[config.mk]
export PLATFORM = sky130hd
export DESIGN_NAME = serial_addsub_ctrl_flat
export DESIGN_NICKNAME = d
export VERILOG_FILES = /design/src/rtl/serial_addsub_ctrl_pkg.sv /design/src/rtl/serial_addsub_ctrl_if.sv /design/src/rtl/serial_addsub_ctrl_slice.sv /design/src/rtl/serial_addsub_ctrl.sv /design/src/flat_wrapper.sv
export SDC_FILE = /design/constraint.sdc
export NUM_CORES = 1
export LEC_CHECK = 0
export ABC_AREA = 1
export ABC_CLOCK_PERIOD_IN_PS = 2700
export CORE_UTILIZATION = 56
export CTS_BUF_LIST = sky130_fd_sc_hd__clkbuf_8
export DETAILED_ROUTE_END_ITERATION = 16
export HOLD_SLACK_MARGIN = 0.03
export PLACE_DENSITY = 0.88
export SLEW_MARGIN = 20
export SYNTH_ARGS = -nofsm -noshare
export SYNTH_HDL_FRONTEND = slang
export SYNTH_SLANG_ARGS = --single-unit
[constraint.sdc]
create_clock -name clk -period 2.7 [get_ports clk]
set_clock_uncertainty 0.15 [all_clocks]
set_input_delay 0.54 -clock clk [delete_from_list [all_inputs] [get_ports clk]]
set_output_delay 0.54 -clock clk [all_outputs]
set_load 0.01 [all_outputs]
[src/rtl/serial_addsub_ctrl_pkg.sv]
// Shared types and constants for the bit-serial add/subtract sequencer.
// Optional feature macro used elsewhere in this slice: SIGNED_OVF_EN.
package serial_addsub_pkg;

  // Sequencer states: waiting for a request, shifting bits, presenting the result
  typedef enum logic [1:0] {
    IDLE = 2'd0,
    RUN  = 2'd1,
    DONE = 2'd2
  } state_t;

  // Operation select encoding carried on the op input
  localparam logic OP_ADD = 1'b0;
  localparam logic OP_SUB = 1'b1;

endpackage

[src/rtl/serial_addsub_ctrl_if.sv]
// Start/done handshake bundle between a requesting controller (master)
// and the serial add/subtract sequencer (slave).
// With SIGNED_OVF_EN defined the bundle also carries the signed overflow flag.
interface serial_addsub_ctrl_if #(
  parameter int WIDTH = 8
);

  logic             start;
  logic             op;
  logic [WIDTH-1:0] a;
  logic [WIDTH-1:0] b;
  logic             ready;
  logic             busy;
  logic             done;
  logic [WIDTH-1:0] result;
  logic             c_out;
`ifdef SIGNED_OVF_EN
  logic             ovf;

  modport master (output start, op, a, b,
                  input  ready, busy, done, result, c_out, ovf);
  modport slave  (input  start, op, a, b,
                  output ready, busy, done, result, c_out, ovf);
`else
  modport master (output start, op, a, b,
                  input  ready, busy, done, result, c_out);
  modport slave  (input  start, op, a, b,
                  output ready, busy, done, result, c_out);
`endif

endinterface

[src/rtl/serial_addsub_ctrl_slice.sv]
// One-bit full-adder / full-subtractor slice shared by every bit position.
// For subtract, cin/cout carry the borrow rather than a carry.
module addsub_bit_slice
  import serial_addsub_pkg::*;
(
  input  logic a,
  input  logic b,
  input  logic cin,
  input  logic op,
  output logic s,
  output logic cout
);

  // Sum and difference share the same XOR; only the propagated flag differs
  always_comb begin
    s = a ^ b ^ cin;
    if (op == OP_SUB) begin
      cout = (~a & b) | (~(a ^ b) & cin);
    end else begin
      cout = (a & b) | ((a ^ b) & cin);
    end
  end

endmodule

[src/rtl/serial_addsub_ctrl.sv]
// Bit-serial add/subtract sequencer: processes WIDTH-bit operands LSB-first,
// one bit per clock, through a single shared arithmetic slice.
// Define SIGNED_OVF_EN to add the two's-complement overflow output ovf.
module serial_addsub_ctrl
  import serial_addsub_pkg::*;
#(
  parameter int WIDTH = 8
) (
  input  logic                 clk,
  input  logic                 rst,
  serial_addsub_ctrl_if.slave  bus
);

  localparam int CW = $clog2(WIDTH);

  state_t           state;
  state_t           nextState;
  logic [WIDTH-1:0] aReg;
  logic [WIDTH-1:0] bReg;
  logic [WIDTH-1:0] resReg;
  logic             opReg;
  logic             flag;
  logic             cOutReg;
  logic [CW-1:0]    cnt;
  logic             sBit;
  logic             cNext;
  logic             lastBit;
  logic             readyInt;
  logic             busyInt;
  logic             doneInt;
`ifdef SIGNED_OVF_EN
  logic             ovfReg;
`endif

  addsub_bit_slice u_slice (
    .a    (aReg[0]),
    .b    (bReg[0]),
    .cin  (flag),
    .op   (opReg),
    .s    (sBit),
    .cout (cNext)
  );

  assign lastBit = (cnt == CW'(WIDTH - 1));

  // State register; reset abandons any operation in flight
  always_ff @(posedge clk or posedge rst) begin
    if (rst) begin
      state <= IDLE;
    end else begin
      state <= nextState;
    end
  end

  // Next-state and handshake outputs decoded from the current state
  always_comb begin
    nextState = state;
    readyInt  = 1'b0;
    busyInt   = 1'b0;
    doneInt   = 1'b0;
    case (state)
      IDLE: begin
        readyInt = 1'b1;
        if (bus.start) nextState = RUN;
      end
      RUN: begin
        busyInt = 1'b1;
        if (lastBit) nextState = DONE;
      end
      DONE: begin
        busyInt   = 1'b1;
        doneInt   = 1'b1;
        nextState = IDLE;
      end
      default: nextState = IDLE;
    endcase
  end

  // Operand capture on accept, then one bit per clock shifted into the result MSB
  always_ff @(posedge clk or posedge rst) begin
    if (rst) begin
      aReg    <= '0;
      bReg    <= '0;
      resReg  <= '0;
      opReg   <= 1'b0;
      flag    <= 1'b0;
      cOutReg <= 1'b0;
      cnt     <= '0;
`ifdef SIGNED_OVF_EN
      ovfReg  <= 1'b0;
`endif
    end else begin
      if (state == IDLE && bus.start) begin
        aReg  <= bus.a;
        bReg  <= bus.b;
        opReg <= bus.op;
        flag  <= 1'b0;
        cnt   <= '0;
      end else if (state == RUN) begin
        resReg <= {sBit, resReg[WIDTH-1:1]};
        aReg   <= aReg >> 1;
        bReg   <= bReg >> 1;
        flag   <= cNext;
        cnt    <= cnt + CW'(1);
        if (lastBit) begin
          cOutReg <= cNext;
`ifdef SIGNED_OVF_EN
          ovfReg  <= flag ^ cNext;
`endif
        end
      end
    end
  end

  assign bus.ready  = readyInt;
  assign bus.busy   = busyInt;
  assign bus.done   = doneInt;
  assign bus.result = resReg;
  assign bus.c_out  = cOutReg;
`ifdef SIGNED_OVF_EN
  assign bus.ovf    = ovfReg;
`endif

endmodule

[src/flat_wrapper.sv]
// flat-port wrapper written by rule: the top's interface ports become plain ports
module serial_addsub_ctrl_flat import serial_addsub_pkg::*;
#(
  parameter int WIDTH = 8
)
  (clk, rst, bus_start, bus_op, bus_a, bus_b, bus_ready, bus_busy, bus_done, bus_result, bus_c_out);
  serial_addsub_ctrl_if #(.WIDTH(WIDTH)) bus_i ();
  input  logic clk;
  input  logic rst;
  input wire logic [$bits(bus_i.start)-1:0] bus_start;
  input wire logic [$bits(bus_i.op)-1:0] bus_op;
  input wire logic [$bits(bus_i.a)-1:0] bus_a;
  input wire logic [$bits(bus_i.b)-1:0] bus_b;
  output wire logic [$bits(bus_i.ready)-1:0] bus_ready;
  output wire logic [$bits(bus_i.busy)-1:0] bus_busy;
  output wire logic [$bits(bus_i.done)-1:0] bus_done;
  output wire logic [$bits(bus_i.result)-1:0] bus_result;
  output wire logic [$bits(bus_i.c_out)-1:0] bus_c_out;
  assign bus_i.start = bus_start;
  assign bus_i.op = bus_op;
  assign bus_i.a = bus_a;
  assign bus_i.b = bus_b;
  assign bus_ready = bus_i.ready;
  assign bus_busy = bus_i.busy;
  assign bus_done = bus_i.done;
  assign bus_result = bus_i.result;
  assign bus_c_out = bus_i.c_out;
  serial_addsub_ctrl #(.WIDTH(WIDTH)) u_core (.clk(clk), .rst(rst), .bus(bus_i));
endmodule
== Word level (Yosys, flattened, before mapping) ==
Index checks and enable logic that the tools add are counted.

* Equality and inequality tests: 5
* Add/sub/neg operators: 1
* Mux-type cells: 15
* Bitwise logic cells: 11
* Reductions and logical operators: 7

{| class="wikitable"
|+ Operators with widths
! cell !! count
|-
| 8-bit two-way mux || 4
|-
| 1-bit two-way mux || 6
|-
| 3-bit two-way mux || 2
|-
| 1-bit AND || 4
|-
| 2-bit two-way mux || 2
|-
| 2-bit one-hot mux with 2 select lines || 1
|-
| 2-bit AND reduction || 2
|-
| 3-bit by 1-bit adder with 3-bit output (second input constant) || 1
|-
| 3-bit equality test (second input constant) || 1
|-
| 1-bit NOT || 3
|-
| 3-bit AND reduction || 1
|-
| 2-bit by 1-bit equality test with 1-bit output (second input constant) || 1
|-
| 2-bit equality test (second input constant) || 1
|-
| 2-bit zero test || 1
|-
| 2-bit by 1-bit != test with 1-bit output (second input constant) || 1
|-
| 2-bit != test (second input constant) || 1
|-
| 1-bit bitwise OR || 2
|-
| 2-bit nonzero test || 1
|-
| 2-bit OR reduction || 1
|-
| 1-bit bitwise XOR || 2
|-
| 1-bit logical AND || 1
|}

* Word-level logic and storage cells: 47
* Bits of input ports: 20
* Flip-flop bits (word level): 32
* Output and inout bits: 12

== Depth between registers and ports, before layout ==
Gate-level depths: netlist (run 1).

* Word-level depth: 7
* Gate-level depth with buffers: 8
* Gate-level depth less buffers: 7

== Cells and area by module ==
From an unflattened synthesis (run 1), not the netlist that was laid out.

* Cell total of the unflattened synthesis: 176
* Area, all modules: 1542.7 µm²

{| class="wikitable"
|+ By module, submodules not included
! module !! sequential area each (µm²) !! times used !! cells each !! area an instance (µm²)
|-
| serial_addsub_ctrl || 800.8 || 1 || 167 || 1476.4
|-
| addsub_bit_slice || 0.0 || 1 || 9 || 66.3
|}

== Least setup slack after synthesis (run 1) ==
OpenSTA, ideal clock, no wires.

* Kind: flip-flop to output port
* Start point: register u_core.state[0]
* End point: output port bus_busy
* Stages on the path, launching flop included: 3
* Buffers on the path: 0
* Slack: 1261 ps
* Arrival time: 749 ps
* Required time: 2010 ps
* Cell sequence: dfrtp_1 > inv_1 > ha_1

* Cells in the longest elaborated chain, start to end: 3
* Elaborated cells between the ends (all ways): 4
* Those cells by class: eq/ne: 2; mux: 1; reduce/logical: 1

{| class="wikitable"
|+ RTL lines
! item !! line !! source
|-
| start: declaration || serial_addsub_ctrl.sv:16 || <nowiki>state_t state;</nowiki>
|-
| start signal: assignment || serial_addsub_ctrl.sv:51 || <nowiki>state <= nextState;</nowiki>
|-
| 2-bit equality test or 2-bit by 1-bit equality test with 1-bit output (tied branches) || serial_addsub_ctrl.sv:61 || <nowiki>case (state)</nowiki>
|-
| 2-bit OR reduction (no line) (*) || -- ||
|-
| 1-bit two-way mux (*) || serial_addsub_ctrl.sv:61 ||
|-
| end: declaration || flat_wrapper.sv:15 || <nowiki>output wire logic [$bits(bus_i.busy)-1:0] bus_busy;</nowiki>
|}

Every way passes the cells marked *; elsewhere a longest branch is shown, timed or not.

== Worst setup path after layout (run 1) ==
* Start point: register u_core.state[0]
* End point: output port bus_ready

* Cells in the longest elaborated chain, start to end: 2

{| class="wikitable"
|+ RTL lines
! item !! line !! source
|-
| 2-bit zero test || serial_addsub_ctrl.sv:61 ||
|-
| 1-bit two-way mux || serial_addsub_ctrl.sv:61 ||
|-
| end: declaration || flat_wrapper.sv:14 || <nowiki>output wire logic [$bits(bus_i.ready)-1:0] bus_ready;</nowiki>
|}

Every way passes these cells.

==> results of run 1 <==
==> stage by stage <==
stage,setup slack [ns],hold slack (ns)
2_1_floorplan,1.26,0.317
3_3_place_gp,0.782,0.328
3_5_place_dp,0.702,0.335
4_1_cts,0.397,0.350
5_1_grt,0.324,0.363
6_report,0.402,0.354
==> final cells by class <==
type                            count  share of cell area [%]
Sequential cell                    32                    41.7
Multi-Input combinational cell    117                    31.5
Timing Repair Buffer               34                    17.3
Clock buffer                        6                    4.30
Inverter                           14                    2.74
Tap cell                           30                    1.95
Clock inverter                      2                   0.521
==> power by group through the flow <==
stage / registers (mW) / clock network (mW) / logic (mW)
final: 0.845 / 0.378 / 0.912
after global routing: 0.869 / 0.405 / 1.02
after CTS: 0.844 / 0.378 / 0.920
after detailed placement: 0.849 / 0 / 0.908
after global placement: 0.831 / 0 / 0.851
after floorplan: 0.847 / 0 / 0.602
==> Yosys cell counts (all sizes together) <==
cell type  instances  area, um2
buf               11       72.6
o21ai              5       25.0
ha                 6       75.1
nor2               5       18.8
dfrtp             32        801
a21oi              7       35.0
fa                 2       40.0
inv               14       52.6
xnor2              1       8.76
nand3             46        230
nand2             45        171
==> cell families (layout without fill, tap and decap cells) <==
logic type / Yosys count / count (layout) / share of synthesized area [%]
simple gates: 96 / 96 / 27.5
fa+ha+maj: 8 / 8 / 7.52
xor+xnor: 1 / 1 / 0.572
compound gates: 12 / 12 / 3.92
flops: 32 / 32 / 52.3
buf+inv: 25 / 56 / 8.18
==> layout by cell type, fill, tap and decap left out, drive strengths merged <==
cell type	netlist	routed
inv	14	14
nand3	46	46
nand2	45	45
buf	11	3
clkbuf	0	6
fa	2	2
o21ai	5	5
dfrtp	32	32
ha	6	6
a21oi	7	7
xnor2	1	1
clkinv	0	2
nor2	5	5
clkdlybuf4s50	0	31
==> critical path, delay by kind of cell (launching register included) <==
family	cells	cell delay, ns
adder cells (fa/ha/maj)	1	0.25
buffers and inverters	2	0.66
flip-flops	1	0.41
==> worst paths after layout <==
| path | startpoint | to | depth (start not counted) |
|---|---|---|---|
| setup / recovery | u_core.state[0] | bus_ready | 3 |
| hold / removal | u_core.bus.c_out | u_core.bus.c_out | 2 |
| setup reg to reg | u_core.state[1] | u_core.flag | 6 |
| hold reg to reg | u_core.bus.c_out | u_core.bus.c_out | 2 |
| max in group asynchronous | rst | u_core.state[0] | 3 |
| min in group asynchronous | rst | u_core.aReg[2] | 3 |
==> registers in the layout, indices dropped and copies added, names as in the netlist <==
signal and count:
u_core.aReg 8, u_core.bReg 8, u_core.bus.result 8, u_core.cnt 3, u_core.state 2, u_core.bus.c_out 1
u_core.flag 1, u_core.opReg 1
==> layer usage <==
layer / GRT usage, % / wire length (um) / vias to the layer above
li1: - / - / 622
met1: 28.2 / 1230 / 615
met2: 43.9 / 1700 / 49
met3: 9.72 / 202 / 9
met4: 9.83 / 48 / 0
met5: 0 / 0 / -
==> impl_metrics.json, run 1 <==
{
  "cts_tree": "yes",
  "die_area_um2": 2950,
  "dp.final_hpwl_um": 2120,
  "start_kind": "register",
  "row_count": 18,
  "final_core_util_pct": 76.1,
  "timing.critical_path.arrival_ns": 1.61,
  "critPathRequiredTime_ns": 2.01,
  "fin_tns_setup_ns": 0,
  "grt_antenna_before_repair": 0,
  "timing.max_slew.rel_slack_pct": 62.5,
  "drcViolationCount": 0,
  "status": "completed",
  "initial_core_util_pct": 60.7,
  "final-seq-area_um2": 801,
  "ys_seq_elements": 32,
  "fmax_mhz": 435,
  "rsz_0062_raised_after_global_routing": "false",
  "post_synthesis_average_cell_area_um2": 8.79,
  "timing.final.hold_violations": 0,
  "fraction_of_power_consumed_by_combinational_cells_pct": 42.7,
  "gp_routability_congestion": 0.781,
  "postCtsSetupRepairBufs": 0,
  "fin_total_pwr_mw": 2.13,
  "filler_cell_count": 189,
  "wl_per_cell_um": 13.5,
  "chipHeight_um": 54.3,
  "worst_skew_pair.late_latency_ns": 0.29,
  "initialDrtViolationCount": 36,
  "die-width_um": 54.3,
  "route.antenna.remaining_nets": 0,
  "worst_path_largest_cell_delay_ns": 0.56,
  "final-instance-count-excl-fill": 235,
  "detailed_place.area_um2": 1830,
  "post_synthesis_cell_area_um2": 1530,
  "global_route_wire_length_before_repair_um": 5060,
  "cts_made_buffers": 5,
  "clkPwrFrac_pct": 17.7,
  "insertedDiodeCount": 0,
  "crit_path_end_kind": "output pin",
  "num_vias": 1295,
  "drt_wl_total_um": 3180,
  "max_slew.worst_pin.slew_ns": 0.562,
  "setup_viol": 0,
  "design_area_um2": 1920,
  "power.static_leakage_nw": 0.937,
  "timing.hold.worst.class": "reg -> reg",
  "postCtsResizedCells": 0,
  "design.portCount": 32,
  "drive_above_1_share_pct": 6.83,
  "p_seq_share_pct": 39.6,
  "grt_remaining_overflow": 0,
  "grt_max_degree": 33,
  "max-vdd-ir-drop_mv": 0.914,
  "internal_power_mw": 1.30,
  "clock_tree.htree_level_count": 2,
  "clk_path_buf_depth": 2,
  "route.detailed.vias_per_inst": 5.51,
  "cap_violations": 0,
  "timing.final.crit_period_ns": 2.30,
  "area_growth_syn_to_layout_pct": 25.5,
  "crit_path_cell_trace": "inv_1, ha_1, clkdlybuf4s50_1",
  "holdBufCountCts": 0,
  "syn_inst": 174,
  "path_class": "reg -> out",
  "clk_pin_slew_ns": 0.06,
  "power_density_nw_per_um2": 1110,
  "nNetsFinal": 232,
  "count_of_final_max_slew_check_failures": 0,
  "core-area_um2": 2520,
  "place.port_buffers": 31,
  "drt_pass1_iterations": 4,
  "clock-root-buffer": "clkbuf_8",
  "netSwitchingPower_mw": 0.832,
  "cts_num_sinks": 32,
  "multi_input_combinational_cell_area_um2": 604,
  "synth.lib_cells_used.distinct": 16,
  "synth-seq-area-share_pct": 52.3,
  "synth.net_count": 202,
  "synthesis.yosys.warnings": 0,
  "vias_in_the_first_global_route": 1203,
  "switching_share_pct": 39.0,
  "layout_worst_path_cycle_share_pct": 85.1,
  "place_inst": 227,
  "crit_path_max_fanout": 4,
  "grt_resource_usage_total_pct": 25.5,
  "crit_path_top_delay_cell": "clkdlybuf4s50_1",
  "rrSetupSlack_ns": 1.02
}
Power figures use the tool's default switching activity.
==> run 2: changes to the inputs <==
--- a/config.mk
+++ b/config.mk
@@ -7,12 +7,14 @@
 export LEC_CHECK = 0
 export ABC_AREA = 1
 export ABC_CLOCK_PERIOD_IN_PS = 2700
-export CORE_UTILIZATION = 56
+export CORE_UTILIZATION = 59
 export CTS_BUF_LIST = sky130_fd_sc_hd__clkbuf_8
 export DETAILED_ROUTE_END_ITERATION = 16
+export DONT_BUFFER_PORTS = 1
 export HOLD_SLACK_MARGIN = 0.03
-export PLACE_DENSITY = 0.88
+export PLACE_DENSITY = 0.77
 export SLEW_MARGIN = 20
 export SYNTH_ARGS = -nofsm -noshare
 export SYNTH_HDL_FRONTEND = slang
+export SYNTH_HIERARCHICAL = 1
 export SYNTH_SLANG_ARGS = --single-unit
==> impl_metrics.json, run 2 <==
{
  "clk_pin_slew_ns": 0.06,
  "syn_inst": 176,
  "yosysTopAreaCellShare_pct": 51.9,
  "setup.worst_path.start": "u_core/state[0]",
  "ys_seq_elements": 32,
  "fmax_mhz": 553,
  "vias_in_the_first_global_route": 1123,
  "drive_above_1_share_pct": 6.78,
  "rrSetupSlack_ns": 0.89,
  "drt_wl_total_um": 2900,
  "final-seq-area_um2": 801,
  "grt_remaining_overflow": 0,
  "post_synthesis_cell_area_um2": 1540,
  "num_vias": 1179,
  "start_kind": "register",
  "met2_usage_pct": 42.2,
  "route.detailed.vias_per_inst": 5.70,
  "initialDrtViolationCount": 33,
  "synth_top_cell_by_area": "dfrtp_1",
  "insertedDiodeCount": 0,
  "timing.final.crit_period_ns": 1.81,
  "chipHeight_um": 53.1,
  "crit_path_end_kind": "register",
  "postCtsResizedCells": 0,
  "grtUsageMet3_pct": 6.03,
  "design_area_um2": 1620,
  "synthesis.yosys.warnings": 6,
  "timing.hold.worst.class": "in -> async",
  "initial_core_util_pct": 62.3,
  "gr-usage-met1_pct": 26.1,
  "rsz_0062_raised_after_global_routing": "false",
  "area_growth_syn_to_layout_pct": 4.95,
  "max_slew.worst_pin.slew_ns": 0.463,
  "synth_flop_cell": "dfrtp_1",
  "crit_path_top_delay_cell": "dfrtp_1",
  "wl_per_cell_um": 14.0,
  "layout_worst_path_cycle_share_pct": 67.0,
  "crit_end": "u_core/aReg[1]",
  "cts_tree": "yes",
  "place_inst": 199,
  "layout_commonest_cell": "nand3_1",
  "power.static_leakage_nw": 0.834,
  "synth-seq-area-share_pct": 51.9,
  "path_class": "reg -> reg",
  "status": "completed",
  "timing.max_slew.rel_slack_pct": 69.1,
  "timing.critical_path.arrival_ns": 1.87,
  "reg2reg_from": "u_core/state[0]",
  "clk_path_buf_depth": 2,
  "grt_antenna_before_repair": 0,
  "synth.lib_cells_used.distinct": 15,
  "crit_path_cell_trace": "inv_1, ha_1, nand2_2, inv_2, nand2_1, nand3_1",
  "r2r-end": "u_core/aReg[1]",
  "multi_input_combinational_cell_area_um2": 616,
  "synth_common_cells": "52 x nand3_1, 50 x nand2_1, 32 x dfrtp_1",
  "nNetsFinal": 204,
  "core-area_um2": 2480,
  "die-width_um": 53.1,
  "clock_tree.htree_level_count": 2,
  "post_synthesis_average_cell_area_um2": 8.77,
  "die_area_um2": 2820,
  "main_combinational_cell_family_by_area_after_synthesis": "simple AND/OR/NAND/NOR gates",
  "max-vdd-ir-drop_mv": 0.719,
  "row_count": 18,
  "synth_compound_gate_area_share_pct": 2.60,
  "design.portCount": 32,
  "route.antenna.remaining_nets": 0,
  "fin_tns_setup_ns": 0,
  "gp_routability_congestion": 0.731,
  "filler_cell_count": 227,
  "power_density_nw_per_um2": 1140,
  "postCtsSetupRepairBufs": 0,
  "post_synth_mux_area_share_pct": 0,
  "worst_path_largest_cell_delay_ns": 0.40,
  "layout.cells.most_common_list": "52 x nand3_1, 50 x nand2_1, 32 x dfrtp_1",
  "synthArstFlopShare_pct": 100,
  "worst_skew_pair.late_latency_ns": 0.28,
  "holdBufCountCts": 0,
  "critPathRequiredTime_ns": 2.77,
  "synth.net_count": 204,
  "synth_top_cells_by_area": "dfrtp_1 52%, nand3_1 17%, nand2_1 12%",
  "clock-root-buffer": "clkbuf_8",
  "synth_most_common_cell": "nand3_1",
  "setup_viol": 0,
  "drcViolationCount": 0,
  "count_of_final_max_slew_check_failures": 0,
  "global_route_wire_length_before_repair_um": 4690,
  "grt_max_degree": 33,
  "crit_path_max_fanout": 22,
  "fin_total_pwr_mw": 1.84,
  "synth_xor_area_share_pct": 0,
  "drt_pass1_iterations": 4,
  "detailed_place.area_um2": 1530,
  "grt_resource_usage_total_pct": 24.1,
  "final-instance-count-excl-fill": 207,
  "worst_r2r_path_depth": 6,
  "cts_num_sinks": 32,
  "cts_made_buffers": 5,
  "most_used_routing_layer_in_global_routing": "met2",
  "dp.final_hpwl_um": 1890,
  "place.port_buffers": 0,
  "cap_violations": 0,
  "synth_enable_flop_cells": 0,
  "post_synth_and_or_nand_nor_area_fraction_pct": 29.8,
  "yosys.area_share.adder_pct": 7.46,
  "timing.final.hold_violations": 0
}
run 2: cells by family (layout without fill, tap and decap cells):
family                     Yosys count  in the layout
buffers and inverters               24             25
and+or+nand+nor                    104            104
AOI/OAI and AO/OA                    8              8
DFF                                 32             32
adders and majority gates            8              8
run 2: report_power, final:
part	internal (mW)	switching [mW]
registers	0.679	0.157
logic	0.221	0.423
clock network	0.200	0.162
run 2: final cells by class:
type,count,share of cell area (%)
clock buffer,6,5.10
clock inverter,2,0.464
inverter,14,3.25
multi-input combinational,120,38.0
sequential,32,49.5
tap,30,2.32
timing repair buffer,3,1.39
run 2: metal layers:
metal / vias up / share of wire (%)
li1: 571 / -
met1: 571 / 42
met2: 30 / 52
met3: 7 / 4.4
met4: 0 / 1.5
met5: - / 0
run 2: through the flow:
| stage | worst slack, ns | utilization, % | hold WS [ns] |
|---|---|---|---|
| 2_1_floorplan | 1.24 | - | 0.314 |
| 3_3_place_gp | 0.981 | 61.7 | 0.332 |
| 4_1_cts | 0.882 | 65.4 | 0.0920 |
| 5_1_grt | 0.695 | 65.4 | 0.113 |
| 3_5_place_dp | 0.909 | 61.7 | 0.346 |
| 6_report | 0.890 | 65.4 | 0.0838 |
run 2: worst min path at each step:
stage | end | startpoint | cells past startpoint
after CTS | u_core/bus.result[1] | rst | 2
after floorplan | u_core/cnt[0] | u_core/cnt[0] | 1
after global routing | u_core/bus.result[1] | rst | 2
final | u_core/bus.result[1] | rst | 2
after detailed placement | u_core/aReg[7] | u_core/aReg[7] | 2
after global placement | u_core/cnt[0] | u_core/cnt[0] | 1
run 2: critical path, delay by kind of cell (launching register included):
family / cells / cell delay, ns
and+or+nand+nor: 3 / 0.47
buffers and inverters: 2 / 0.45
adders and majority gates: 1 / 0.27
DFF: 1 / 0.40
==> run 3: changes to the inputs <==
--- a/config.mk
+++ b/config.mk
@@ -6,7 +6,7 @@
 export NUM_CORES = 1
 export LEC_CHECK = 0
 export ABC_AREA = 1
-export ABC_CLOCK_PERIOD_IN_PS = 2700
+export ABC_CLOCK_PERIOD_IN_PS = 1890
 export CORE_UTILIZATION = 59
 export CTS_BUF_LIST = sky130_fd_sc_hd__clkbuf_8
 export DETAILED_ROUTE_END_ITERATION = 16
==> constraint.sdc (replaced) <==
create_clock -name clk -period 1.89 [get_ports clk]
set_clock_uncertainty 0.15 [all_clocks]
set_input_delay 0.378 -clock clk [delete_from_list [all_inputs] [get_ports clk]]
set_output_delay 0.378 -clock clk [all_outputs]
set_load 0.01 [all_outputs]
==> impl_metrics.json, run 3 (synthesized netlist as in run 2, its figures left out) <==
{
  "clock_tree.htree_level_count": 2,
  "setup.worst_path.start": "u_core/state[1]",
  "drcViolationCount": 0,
  "fmax_mhz": 613,
  "start_kind": "register",
  "initialDrtViolationCount": 21,
  "row_count": 18,
  "nNetsFinal": 207,
  "timing.critical_path.arrival_ns": 1.10,
  "route.antenna.remaining_nets": 0,
  "crit_path_end_kind": "output pin",
  "clk_pin_slew_ns": 0.06,
  "design.portCount": 32,
  "timing.max_slew.rel_slack_pct": 69.7,
  "vias_in_the_first_global_route": 1146,
  "drt_pass1_iterations": 5,
  "clock-root-buffer": "clkbuf_8",
  "max-vdd-ir-drop_mv": 1.08,
  "drive_above_1_share_pct": 7.78,
  "detailed_place.area_um2": 1560,
  "drt_wl_total_um": 2950,
  "num_vias": 1177,
  "initial_core_util_pct": 62.3,
  "grt_remaining_overflow": 0,
  "timing.hold.worst.class": "in -> reg",
  "timing.final.hold_violations": 0,
  "status": "completed",
  "cts_num_sinks": 32,
  "grt_resource_usage_total_pct": 24.2,
  "grt_max_degree": 40,
  "postCtsSetupRepairBufs": 0,
  "count_of_final_max_slew_check_failures": 0,
  "layout.cells.most_common_list": "52 x nand3_1, 50 x nand2_1, 32 x dfrtp_1",
  "min_delay_src": "bus_op",
  "place.port_buffers": 0,
  "path_class": "reg -> out",
  "dp.final_hpwl_um": 1980,
  "power.static_leakage_nw": 0.853,
  "critPathRequiredTime_ns": 1.36,
  "core-area_um2": 2480,
  "power_density_nw_per_um2": 1630,
  "gp_routability_congestion": 0.719,
  "design_area_um2": 1660,
  "die-width_um": 53.1,
  "max_slew.worst_pin.slew_ns": 0.453,
  "route.detailed.vias_per_inst": 5.60,
  "worst_hold_slack_ns": 0.0510,
  "global_route_wire_length_before_repair_um": 4720,
  "setup_viol": 0,
  "chipHeight_um": 53.1,
  "worst_skew_pair.late_latency_ns": 0.28,
  "area_growth_syn_to_layout_pct": 7.38,
  "clk_path_buf_depth": 2,
  "cts_made_buffers": 5,
  "grt_antenna_before_repair": 0,
  "layout_worst_path_cycle_share_pct": 86.3,
  "cap_violations": 0,
  "final_core_util_pct": 66.9,
  "die_area_um2": 2820,
  "fin_tns_setup_ns": 0,
  "cts_tree": "yes",
  "reg2reg_from": "u_core/state[1]",
  "rsz_0062_raised_after_global_routing": "false",
  "insertedDiodeCount": 0,
  "layout_commonest_cell": "nand3_1",
  "wl_per_cell_um": 14.1,
  "timing.final.crit_period_ns": 1.63,
  "crit_path_max_fanout": 3
}
[run 3: power breakdown]
group	total [mW]	internal, mW	switching [mW]
sequential	1.19	0.969	0.223
clock	0.525	0.286	0.240
combinational	0.977	0.357	0.620
total	2.69	1.61	1.08
[run 3: layout make-up]
| class | count | area [um2] |
|---|---|---|
| Tap cell | 30 | 37.5 |
| Clock inverter | 2 | 7.51 |
| Multi-Input combinational cell | 120 | 616 |
| Fill cell | 225 | 821 |
| Sequential cell | 32 | 801 |
| Clock buffer | 6 | 82.6 |
| Inverter | 14 | 52.6 |
| Timing Repair Buffer | 6 | 60.1 |
[run 3: path summary, 6_finish.rpt]
check                                        to  slack, ns  depth (start not counted)
setup / recovery                      bus_ready       0.26                          2
hold / removal                     u_core/opReg       0.05                          2
setup reg to reg                 u_core/aReg[7]       0.29                          6
hold reg to reg                    u_core/opReg       0.36                          2
max in group asynchronous        u_core/aReg[6]       0.83                          3
min in group asynchronous  u_core/bus.result[5]       0.47                          3
[run 3: stage by stage]
| step | setup WS [ns] | std cells | total power [mW] |
|---|---|---|---|
| 2_1_floorplan | 0.435 | 176 | 1.97 |
| 3_3_place_gp | 0.421 | 201 | 2.10 |
| 3_5_place_dp | 0.307 | 201 | 2.18 |
| 4_1_cts | 0.253 | 210 | 2.71 |
| 5_1_grt | 0.179 | 210 | 2.91 |
| 6_report | 0.259 | 210 | 2.69 |
[run 3: repair_timing]
action                                 CTS  global route
hold buffers                             1             0
endpoints found under the hold margin   32             0
resized for setup                        0             0
[run 3: worst max-delay path, cell delays in order, from the launching register on]
cell,delay [ns]
dfrtp_1,0.41
inv_1,0.13
ha_1,0.29
[run 3: routing by layer]
layer,up-vias,share of wire [%],GRT usage [%]
met5,-,0,0
met4,0,1.2,9.65
met3,4,5.5,9.48
met2,28,51,44.9
met1,570,42,23.6
li1,575,-,-
